## config.mk

```make
export PLATFORM = sky130hd
export DESIGN_NAME = gshare_bpu_flat
export DESIGN_NICKNAME = d
export VERILOG_FILES = /design/src/rtl/bp_pkg.sv /design/src/rtl/gshare_bpu_if.sv /design/src/rtl/bp_pht.sv /design/src/rtl/gshare_bpu.sv /design/src/flat_wrapper.sv
export SDC_FILE = /design/constraint.sdc
export NUM_CORES = 2
export LEC_CHECK = 0
export BUFFER_PORTS_ARGS = -buffer_cell sky130_fd_sc_hd__buf_2
export CELL_PAD_IN_SITES_DETAIL_PLACEMENT = 0
export CELL_PAD_IN_SITES_GLOBAL_PLACEMENT = 1
export CORE_ASPECT_RATIO = 1.2
export CORE_MARGIN = 2
export CORE_UTILIZATION = 51
export CTS_CLUSTER_SIZE = 16
export DETAILED_ROUTE_END_ITERATION = 16
export HOLD_SLACK_MARGIN = 0.1
export PLACE_DENSITY_LB_ADDON = 0.3
export SLEW_MARGIN = 30
export SYNTH_ARGS = -nofsm -noshare
export SYNTH_HDL_FRONTEND = slang
export SYNTH_SLANG_ARGS = --single-unit
```

## constraint.sdc

```tcl
create_clock -name clk -period 34.7 [get_ports clk]
set_clock_uncertainty 0.05 [all_clocks]
set_input_delay 10.41 -clock clk [delete_from_list [all_inputs] [get_ports clk]]
set_output_delay 10.41 -clock clk [all_outputs]
set_load 0.005 [all_outputs]
```

## src/rtl/bp_pkg.sv

```systemverilog
// Shared definitions for the branch predictor: RV32 control-flow opcodes,
// lookup classification and the saturating counter step.
package bp_pkg;

    localparam logic [6:0] OPC_BRANCH = 7'b1100011;
    localparam logic [6:0] OPC_JAL    = 7'b1101111;
    localparam logic [6:0] OPC_JALR   = 7'b1100111;

    // Counters are handled in a 4-bit container so one step function covers every width.
    localparam int CTR_MAX_BITS = 4;

    typedef enum logic [1:0] {
        PK_NONE   = 2'd0,
        PK_BRANCH = 2'd1,
        PK_JUMP   = 2'd2
    } pred_kind_e;

    function automatic pred_kind_e classify(input logic [6:0] opcode);
        pred_kind_e kind;
        kind = PK_NONE;
        case (opcode)
            OPC_BRANCH:         kind = PK_BRANCH;
            OPC_JAL, OPC_JALR:  kind = PK_JUMP;
            default:            kind = PK_NONE;
        endcase
        return kind;
    endfunction

    function automatic logic [CTR_MAX_BITS-1:0] ctr_step(
        input logic [CTR_MAX_BITS-1:0] ctr,
        input logic                    up,
        input logic [CTR_MAX_BITS-1:0] ctr_max
    );
        logic [CTR_MAX_BITS-1:0] res;
        res = ctr;
        if (up) begin
            if (ctr != ctr_max) res = ctr + 4'd1;
        end else begin
            if (ctr != 4'd0) res = ctr - 4'd1;
        end
        return res;
    endfunction

endpackage

```

## src/rtl/gshare_bpu_if.sv

```systemverilog
// Lookup / resolve / statistics bundle between the fetch pipeline (master)
// and the gshare predictor (slave).
interface gshare_bpu_if #(
    parameter int PC_BITS  = 32,
    parameter int GHR_BITS = 8
);
    logic                pred_valid;
    logic [PC_BITS-1:0]  pred_pc;
    logic [6:0]          pred_opcode;
    logic                pred_taken;
    logic [GHR_BITS-1:0] pred_ghr;

    logic                upd_valid;
    logic [PC_BITS-1:0]  upd_pc;
    logic [GHR_BITS-1:0] upd_ghr;
    logic                upd_taken;
    logic                upd_mispredict;

    logic [31:0]         stat_lookups;
    logic [31:0]         stat_mispredicts;

    modport master (
        output pred_valid, pred_pc, pred_opcode,
        output upd_valid, upd_pc, upd_ghr, upd_taken, upd_mispredict,
        input  pred_taken, pred_ghr, stat_lookups, stat_mispredicts
    );

    modport slave (
        input  pred_valid, pred_pc, pred_opcode,
        input  upd_valid, upd_pc, upd_ghr, upd_taken, upd_mispredict,
        output pred_taken, pred_ghr, stat_lookups, stat_mispredicts
    );
endinterface

```

## src/rtl/bp_pht.sv

```systemverilog
// Pattern history table: 2**IDX_BITS saturating counters with a combinational
// read port and a single training write port, all cleared asynchronously.
module bp_pht
    import bp_pkg::*;
#(
    parameter int IDX_BITS = 8,
    parameter int CTR_BITS = 2,
    parameter int CTR_INIT = 1
) (
    input  logic                clk,
    input  logic                rst,
    input  logic [IDX_BITS-1:0] rd_idx,
    output logic [CTR_BITS-1:0] rd_ctr,
    input  logic                wr_en,
    input  logic [IDX_BITS-1:0] wr_idx,
    input  logic                wr_taken
);
    localparam int ENTRIES = 1 << IDX_BITS;
    localparam logic [CTR_BITS-1:0]     INIT_VAL = CTR_BITS'(CTR_INIT);
    localparam logic [CTR_MAX_BITS-1:0] CTR_MAX  = CTR_MAX_BITS'((1 << CTR_BITS) - 1);

    if (CTR_BITS < 1 || CTR_BITS > CTR_MAX_BITS) begin : g_bad_ctr_bits
        $error("bp_pht: CTR_BITS must be in 1..4");
    end

    logic [CTR_BITS-1:0] ctr_q [ENTRIES];

    genvar gi;
    generate
        for (gi = 0; gi < ENTRIES; gi++) begin : g_entry
            logic [CTR_BITS-1:0] ctr_reg;
            logic                hit;

            assign hit = wr_en && (wr_idx == IDX_BITS'(gi));

            always_ff @(posedge clk or posedge rst) begin
                if (rst) begin
                    ctr_reg <= INIT_VAL;
                end else if (hit) begin
                    ctr_reg <= CTR_BITS'(ctr_step(CTR_MAX_BITS'(ctr_reg), wr_taken, CTR_MAX));
                end
            end

            assign ctr_q[gi] = ctr_reg;
        end
    endgenerate

    // Read returns the stored value; a same-cycle write is only visible after the edge.
    assign rd_ctr = ctr_q[rd_idx];

endmodule

```

## src/rtl/gshare_bpu.sv

```systemverilog
// Gshare direction predictor: PC xor global history indexes the counter table;
// the speculative GHR is repaired from the caller's snapshot on a mispredict.
module gshare_bpu
    import bp_pkg::*;
#(
    parameter int PC_BITS  = 32,
    parameter int IDX_BITS = 8,
    parameter int GHR_BITS = 8,
    parameter int CTR_BITS = 2,
    parameter int CTR_INIT = 1
) (
    input  logic         clk,
    input  logic         rst,
    gshare_bpu_if.slave  bus
);
    if (GHR_BITS > IDX_BITS) begin : g_bad_ghr_bits
        $error("gshare_bpu: GHR_BITS must not exceed IDX_BITS");
    end
    if (GHR_BITS < 2) begin : g_short_ghr
        $error("gshare_bpu: GHR_BITS must be at least 2");
    end
    if (PC_BITS < IDX_BITS + 3) begin : g_short_pc
        $error("gshare_bpu: PC_BITS too small for IDX_BITS");
    end

    logic [GHR_BITS-1:0] ghr_reg, ghr_next;
    logic [31:0]         lookups_reg, lookups_next;
    logic [31:0]         mispred_reg, mispred_next;
    pred_kind_e          kind;
    logic                is_branch;
    logic                recover;
    logic                taken;
    logic [IDX_BITS-1:0] rd_idx, wr_idx;
    logic [CTR_BITS-1:0] rd_ctr;

    assign kind      = bus.pred_valid ? classify(bus.pred_opcode) : PK_NONE;
    assign is_branch = (kind == PK_BRANCH);
    assign recover   = bus.upd_valid && bus.upd_mispredict;

    assign rd_idx = bus.pred_pc[IDX_BITS+1:2] ^ IDX_BITS'(ghr_reg);
    assign wr_idx = bus.upd_pc[IDX_BITS+1:2]  ^ IDX_BITS'(bus.upd_ghr);

    bp_pht #(
        .IDX_BITS (IDX_BITS),
        .CTR_BITS (CTR_BITS),
        .CTR_INIT (CTR_INIT)
    ) u_pht (
        .clk      (clk),
        .rst      (rst),
        .rd_idx   (rd_idx),
        .rd_ctr   (rd_ctr),
        .wr_en    (bus.upd_valid),
        .wr_idx   (wr_idx),
        .wr_taken (bus.upd_taken)
    );

    // Prediction is held low for the whole reset window, independent of the clock.
    always_comb begin
        taken = 1'b0;
        if (!rst) begin
            case (kind)
                PK_BRANCH: taken = rd_ctr[CTR_BITS-1];
                PK_JUMP:   taken = 1'b1;
                default:   taken = 1'b0;
            endcase
        end
    end

    always_comb begin
        ghr_next     = ghr_reg;
        lookups_next = lookups_reg;
        mispred_next = mispred_reg;
        if (recover) begin
            ghr_next = {bus.upd_ghr[GHR_BITS-2:0], bus.upd_taken};
        end else if (is_branch) begin
            ghr_next = {ghr_reg[GHR_BITS-2:0], taken};
        end
        if (is_branch && (lookups_reg != 32'hFFFF_FFFF)) begin
            lookups_next = lookups_reg + 32'd1;
        end
        if (recover && (mispred_reg != 32'hFFFF_FFFF)) begin
            mispred_next = mispred_reg + 32'd1;
        end
    end

    always_ff @(posedge clk or posedge rst) begin
        if (rst) begin
            ghr_reg     <= '0;
            lookups_reg <= '0;
            mispred_reg <= '0;
        end else begin
            ghr_reg     <= ghr_next;
            lookups_reg <= lookups_next;
            mispred_reg <= mispred_next;
        end
    end

    assign bus.pred_taken       = taken;
    assign bus.pred_ghr         = ghr_reg;
    assign bus.stat_lookups     = lookups_reg;
    assign bus.stat_mispredicts = mispred_reg;

    // PC bits outside the hash window carry no prediction information.
    logic unused_pc_bits;
    assign unused_pc_bits = ^{bus.pred_pc[PC_BITS-1:IDX_BITS+2], bus.pred_pc[1:0],
                              bus.upd_pc[PC_BITS-1:IDX_BITS+2], bus.upd_pc[1:0]};

endmodule

```

## src/flat_wrapper.sv

```systemverilog
// flat-port wrapper written by rule: the top's interface ports become plain ports
module gshare_bpu_flat import bp_pkg::*;
#(
    parameter int PC_BITS  = 32,
    parameter int IDX_BITS = 8,
    parameter int GHR_BITS = 8,
    parameter int CTR_BITS = 2,
    parameter int CTR_INIT = 1
)
  (clk, rst, bus_pred_valid, bus_pred_pc, bus_pred_opcode, bus_upd_valid, bus_upd_pc, bus_upd_ghr, bus_upd_taken, bus_upd_mispredict, bus_pred_taken, bus_pred_ghr, bus_stat_lookups, bus_stat_mispredicts);
  gshare_bpu_if #(.PC_BITS(PC_BITS), .GHR_BITS(GHR_BITS)) bus_i ();
  input  logic clk;
  input  logic rst;
  input wire logic [$bits(bus_i.pred_valid)-1:0] bus_pred_valid;
  input wire logic [$bits(bus_i.pred_pc)-1:0] bus_pred_pc;
  input wire logic [$bits(bus_i.pred_opcode)-1:0] bus_pred_opcode;
  input wire logic [$bits(bus_i.upd_valid)-1:0] bus_upd_valid;
  input wire logic [$bits(bus_i.upd_pc)-1:0] bus_upd_pc;
  input wire logic [$bits(bus_i.upd_ghr)-1:0] bus_upd_ghr;
  input wire logic [$bits(bus_i.upd_taken)-1:0] bus_upd_taken;
  input wire logic [$bits(bus_i.upd_mispredict)-1:0] bus_upd_mispredict;
  output wire logic [$bits(bus_i.pred_taken)-1:0] bus_pred_taken;
  output wire logic [$bits(bus_i.pred_ghr)-1:0] bus_pred_ghr;
  output wire logic [$bits(bus_i.stat_lookups)-1:0] bus_stat_lookups;
  output wire logic [$bits(bus_i.stat_mispredicts)-1:0] bus_stat_mispredicts;
  assign bus_i.pred_valid = bus_pred_valid;
  assign bus_i.pred_pc = bus_pred_pc;
  assign bus_i.pred_opcode = bus_pred_opcode;
  assign bus_i.upd_valid = bus_upd_valid;
  assign bus_i.upd_pc = bus_upd_pc;
  assign bus_i.upd_ghr = bus_upd_ghr;
  assign bus_i.upd_taken = bus_upd_taken;
  assign bus_i.upd_mispredict = bus_upd_mispredict;
  assign bus_pred_taken = bus_i.pred_taken;
  assign bus_pred_ghr = bus_i.pred_ghr;
  assign bus_stat_lookups = bus_i.stat_lookups;
  assign bus_stat_mispredicts = bus_i.stat_mispredicts;
  gshare_bpu #(.PC_BITS(PC_BITS), .IDX_BITS(IDX_BITS), .GHR_BITS(GHR_BITS), .CTR_BITS(CTR_BITS), .CTR_INIT(CTR_INIT)) u_core (.clk(clk), .rst(rst), .bus(bus_i));
endmodule
```

# [Word level (Yosys, flattened, before mapping)]
# Cells that the tools add are included.
[totals] latch_bits=0 mem_bits_ro=0 n_memories=0 reg_bits=584 out_inout_bits=73 wordCells=3358 ram_bits=0
[classes] order_cmp=1 n_bitwise=3 div=0 n_eq_ne=774 muxes=777 reduce_logical=1030 multipliers=0 n_shift=0 addsub=514
[op_table] cell="2-to-1 mux 2 bit" count=771
[op_table] cell="nonzero test 2 bit" count=513
[op_table] cell="equality test 8 bit (second input constant)" count=128
[op_table] cell="AND reduction 3 bit" count=256
[op_table] cell="adder 2 x 1 -> 2 bit (second input constant)" count=256
[op_table] cell="equality test 8 x 7 -> 1 bit (second input constant)" count=64
[op_table] cell="!= test 2 x 1 -> 1 bit (second input constant)" count=256
[op_table] cell="!= test 2 bit (second input constant)" count=256
[op_table] cell="subtractor 2 x 1 -> 2 bit (second input constant)" count=256
[op_table] cell="logical AND 1 bit" count=259
[op_table] cell="equality test 8 x 6 -> 1 bit (second input constant)" count=32
[op_table] cell="equality test 8 x 5 -> 1 bit (second input constant)" count=16
[op_table] cell="adder 32 x 1 -> 32 bit (second input constant)" count=2
[op_table] cell="equality test 8 x 4 -> 1 bit (second input constant)" count=8
[op_table] cell="!= test 32 bit (second input constant)" count=2
[op_table] cell="equality test 8 x 3 -> 1 bit (second input constant)" count=4
[op_table] cell="equality test 7 bit (second input constant)" count=3
[op_table] cell="binary-select mux 2 bit (select 8 bit)" count=1
[op_table] cell="equality test 8 x 2 -> 1 bit (second input constant)" count=2
[op_table] cell="2-to-1 mux 8 bit" count=2
[op_table] cell="XOR 8 bit" count=2
[op_table] cell=">= comparator 9 bit (second input constant)" count=1
[op_table] cell="inverter 8 -> 9 bit" count=1
[op_table] cell="equality test 8 x 1 -> 1 bit (second input constant)" count=1
[op_table] cell="other kinds (7)" count=7

# [Longest topological paths before layout]
[depth] ltp_word=9 ltp_mapped=12

# [Cells and area by module]
# From an unflattened synthesis, not the netlist that was laid out.
[unflattened] cells_unflattened=3848 area_unflattened_um2=34579.4
[modules_own_cells] mod="bp_pht" n_inst=1 cells_per_inst=3501 area_per_inst_um2=30899.6
[modules_own_cells] mod="gshare_bpu" n_inst=1 cells_per_inst=347 area_per_inst_um2=3679.8

# [Least setup slack after synthesis]
# Ideal clock, no wire load.
[synth_path] kind="input to output" from="input port bus_pred_pc[2]" to="output port bus_pred_taken" cell_stages=8 slack_ps=11890 t_arrival_ps=12350 n_path_buf=1 t_required_ps=24240 cell_sequence="xnor2_2 -> buf_6 -> mux4_2 -> a22oi_1 -> nor2_1 -> or4_1 -> o211ai_2 -> o21ai_1"
[synth_via] elab_chain_cells=7
[synth_rtl] element="from (decl)" line="flat_wrapper.sv:15" rtl="input wire logic [$bits(bus_i.pred_pc)-1:0] bus_pred_pc;"
[synth_rtl] element="XOR 8 bit" line="gshare_bpu.sv:40" rtl="assign rd_idx = bus.pred_pc[IDX_BITS+1:2] ^ IDX_BITS'(ghr_reg);"
[synth_rtl] element="inverter 8 -> 9 bit (not written as such)" line="bp_pht.sv:49" rtl="assign rd_ctr = ctr_q[rd_idx];"
[synth_rtl] element="binary-select mux 2 bit (select 8 bit)" line="bp_pht.sv:49"
[synth_rtl] element="2-to-1 mux 2 bit (not written as such) (2 in a row)" line="bp_pht.sv:49"
[synth_rtl] element="one-hot mux 1 bit (2 select lines)" line="gshare_bpu.sv:61" rtl="case (kind)"
[synth_rtl] element="2-to-1 mux 1 bit" line="gshare_bpu.sv:60" rtl="if (!rst) begin"
[synth_rtl] element="to (decl)" line="flat_wrapper.sv:22" rtl="output wire logic [$bits(bus_i.pred_taken)-1:0] bus_pred_taken;"
# Every way passes these cells. The select of a mux whose other input is x is not followed.

# [Final worst setup path]
# Ends and elaborated chain as after synthesis.

==> results.md <==
* # clock sinks at 584
* Distinct cell type count after synthesis at 63
* Final HPWL DP at 61300 µm
* Final nets at 3776
* M1 GR Usage at 38.3%
* Hold Crit Class: register to register
* Post-synthesis async set-or-reset flop share at 100%
* Port Buffers at 109
* Leakage power at 12.6 nW
* Syn nets at 3817
* Synthesis Warnings at 0
* Total gr overflow at 0
* Status: finished, final reports clean
* Initial antenna violation count at 3
* Worst path required time at 24.24 ns
* Max-Cap Viols at 0
* Gr usage total at 30.4%
* Mapped Area at 32100 µm²
* Sequential cell area fraction in the yosys report at 46.5%
* Root buffer cell: clkbuf_16
* Filler-free cell count of the finished design at 4558
* Syn Inst Count at 3728
* Layout Area Growth over Synthesis at 10.2%
* Critical path's slowest cell: buf_4
* Max clock buf depth at 3
* Die height at 279 µm
* Initial DRC count at 2739
* Worst Path Buf+Inv at 4
* Fillers at 5503
* Pwr/cell area at 46.8 nW/µm²
* Hold_buf cts at 0
* Crit-path leading delay family: buffers and inverters
* Area of the multi-input gates at 16000 µm²
* Largest net degree at the start of global routing at 224
* Die W at 233 µm
* Post-CTS resize count at 0
* Pins Over Slew Limit at 0
* Startpoint Class: input pin
* GR met3 Demand/Resource at 4.62%
* Clk_lat worst skew at 0.64 ns
* CTS tree: built
* H-tree depth at 2
* Final Setup Violations at 0
* CP Max Fanout at 44
* Initial Util at 51.7%
* Vias in the first global route at 29400
* Register area at 14900 µm²
* Final hold slack at 0.430 ns
* CTS buffer count at 61
* Die area at 65000 µm²
* Slew HR at 34.9%
* Crit Path Class: input pin to output port
* Crit path cell chain: buf_2, xnor2_4, buf_4, buf_4, mux4_2, a311oi_1, nand4_1, o32a_2, o211ai_2, o21ai_1, buf_2
* Peak VDD IR at 0.0000363 V
* Total routed wirelength at 100000 µm
* Io pins at 158
* Tcrit/Tclk final at 73.8%
* Syn_area_per_cell at 8.62 µm²
* Vias per cell at 6.55
* RSZ-0062 raised after global routing: false
* Hold Vio Cnt, Final at 0
* DRT Pass-1 Iters at 6
* Setup bufs post-CTS at 0
* GR peak layer: met2
* Yosys reg bits at 584
* CP max stage delay at 0.77 ns
* Gp weighted congestion at 0.829
* First-pass GRT wire length at 158000 µm
* Fin crit period at 25.61 ns
* Row count at 100
* EDFF count, synth at 0
* Clock slew seen by the registers of the worst setup and hold paths at 0.06 ns
* Critical Path AT at 15.15 ns
* Core area at 62200 µm²
* CP endpoint kind: output port
* Worst Max-Slew Pin Slew at 0.976 ns
* Vias at 29900
* Wire per inst at 22.0 µm
* Post-route ant nets at 0
* Layout cells sized above 1 at 17.5%
* Max reg flops at 512
* Most used DFF post-synth: dfrtp_1
* Met2 Use GR at 50.9%
* Placed cells at 4436
* Setup TNS at 0 ns
* # DRC at 0
* Peak Freq at 39.0 MHz
-- metrics by stage --
step / setup WS (ns) / utilization, % / instance area [µm²] / power, mW
2_1_floorplan: 8.32 / - / 32100 / 0.891
3_3_place_gp: 9.20 / 53.2 / 33100 / 0.957
3_5_place_dp: 9.13 / 53.3 / 33100 / 0.969
4_1_cts: 9.11 / 56.7 / 35200 / 1.66
5_1_grt: 9.00 / 56.9 / 35400 / 1.71
6_report: 9.09 / 56.9 / 35400 / 1.66
-- cell usage in the layout, fill, tap and decap left out, types with 76 or more instances in the layout --
master	synthesis	final
o211ai_1	76	76
a31oi_1	191	191
dfstp_2	256	256
a21oi_1	401	401
o21ai_0	288	288
mux2i_1	79	79
buf_2	5	108
nor2_1	479	465
nand3_1	369	368
dfrtp_1	328	328
nand2_1	409	409
-- layer usage --
layer / vias up / routed length [µm]
met5: - / 0
met4: 0 / 4860
met3: 256 / 6450
met2: 1095 / 48900
met1: 15000 / 40000
li1: 13500 / -
-- where the power goes --
| part | internal (mW) | total (mW) | switching (mW) |
|---|---|---|---|
| Combinational | 0.0657 | 0.216 | 0.151 |
| Sequential | 0.722 | 0.748 | 0.0261 |
| Clock | 0.408 | 0.692 | 0.284 |
-- final cells by class --
cell class	count	area share [%]
sequential	584	42.2
timing repair buffer	168	3.24
inverter	32	0.396
clock inverter	12	0.615
multi-input combinational	2840	45.4
antenna	3	0.0212
tap	816	2.89
clock buffer	103	5.28
-- kinds of logic (layout without fill, tap and decap cells) --
logic type,after synthesis,after routing,synth area share [%]
and+or+nand+nor,1433,1433,19.6
AOI/OAI and AO/OA,1201,1201,22.5
DFF,584,584,46.5
buffers and inverters,304,315,3.87
muxes,112,112,4.79
xor gates and xnor gates,90,90,2.52
adders and majority gates,4,4,0.156
other,0,3,0
-- worst min-delay path: cells and delay by family (launching register included) --
kind,cells,cell delay (ns)
flops,1,0.38
simple gates,1,0.05
compound gates,1,0.05
-- final timing paths --
path | to | cells past startpoint | start | slack [ns]
setup / recovery | bus_pred_taken | 11 | bus_pred_pc[2] | 9.09
hold / removal | u_core.u_pht.g_entry[26].ctr_reg[0] | 2 | u_core.u_pht.g_entry[26].ctr_reg[0] | 0.43
setup reg to reg | u_core.bus.pred_ghr[0] | 9 | u_core.bus.pred_ghr[0] | 29.52
hold reg to reg | u_core.u_pht.g_entry[26].ctr_reg[0] | 2 | u_core.u_pht.g_entry[26].ctr_reg[0] | 0.43
max in group asynchronous | u_core.u_pht.g_entry[98].ctr_reg[1] | 5 | rst | 22.70
min in group asynchronous | u_core.bus.stat_mispredicts[6] | 2 | rst | 9.81
-- cell usage after synthesis, types with 37 or more instances --
cell type / instances / area share, %
clkbuf_1: 237 / 2.8
nand2_1: 409 / 4.8
o211ai_1: 76 / 1.8
o41ai_1: 49 / 1.3
nand3_1: 369 / 5.7
o21ai_0: 288 / 4.5
or2_2: 37 / 0.72
dfstp_2: 256 / 21
dfrtp_1: 328 / 26
mux2i_1: 79 / 2.5
nor2_1: 479 / 5.6
a31oi_1: 191 / 3.7
xnor2_1: 49 / 1.3
xor2_1: 38 / 1.0
nor3_1: 49 / 0.76
o31ai_1: 65 / 1.5
a21oi_1: 401 / 6.2
Power figures use the tool's default switching activity.
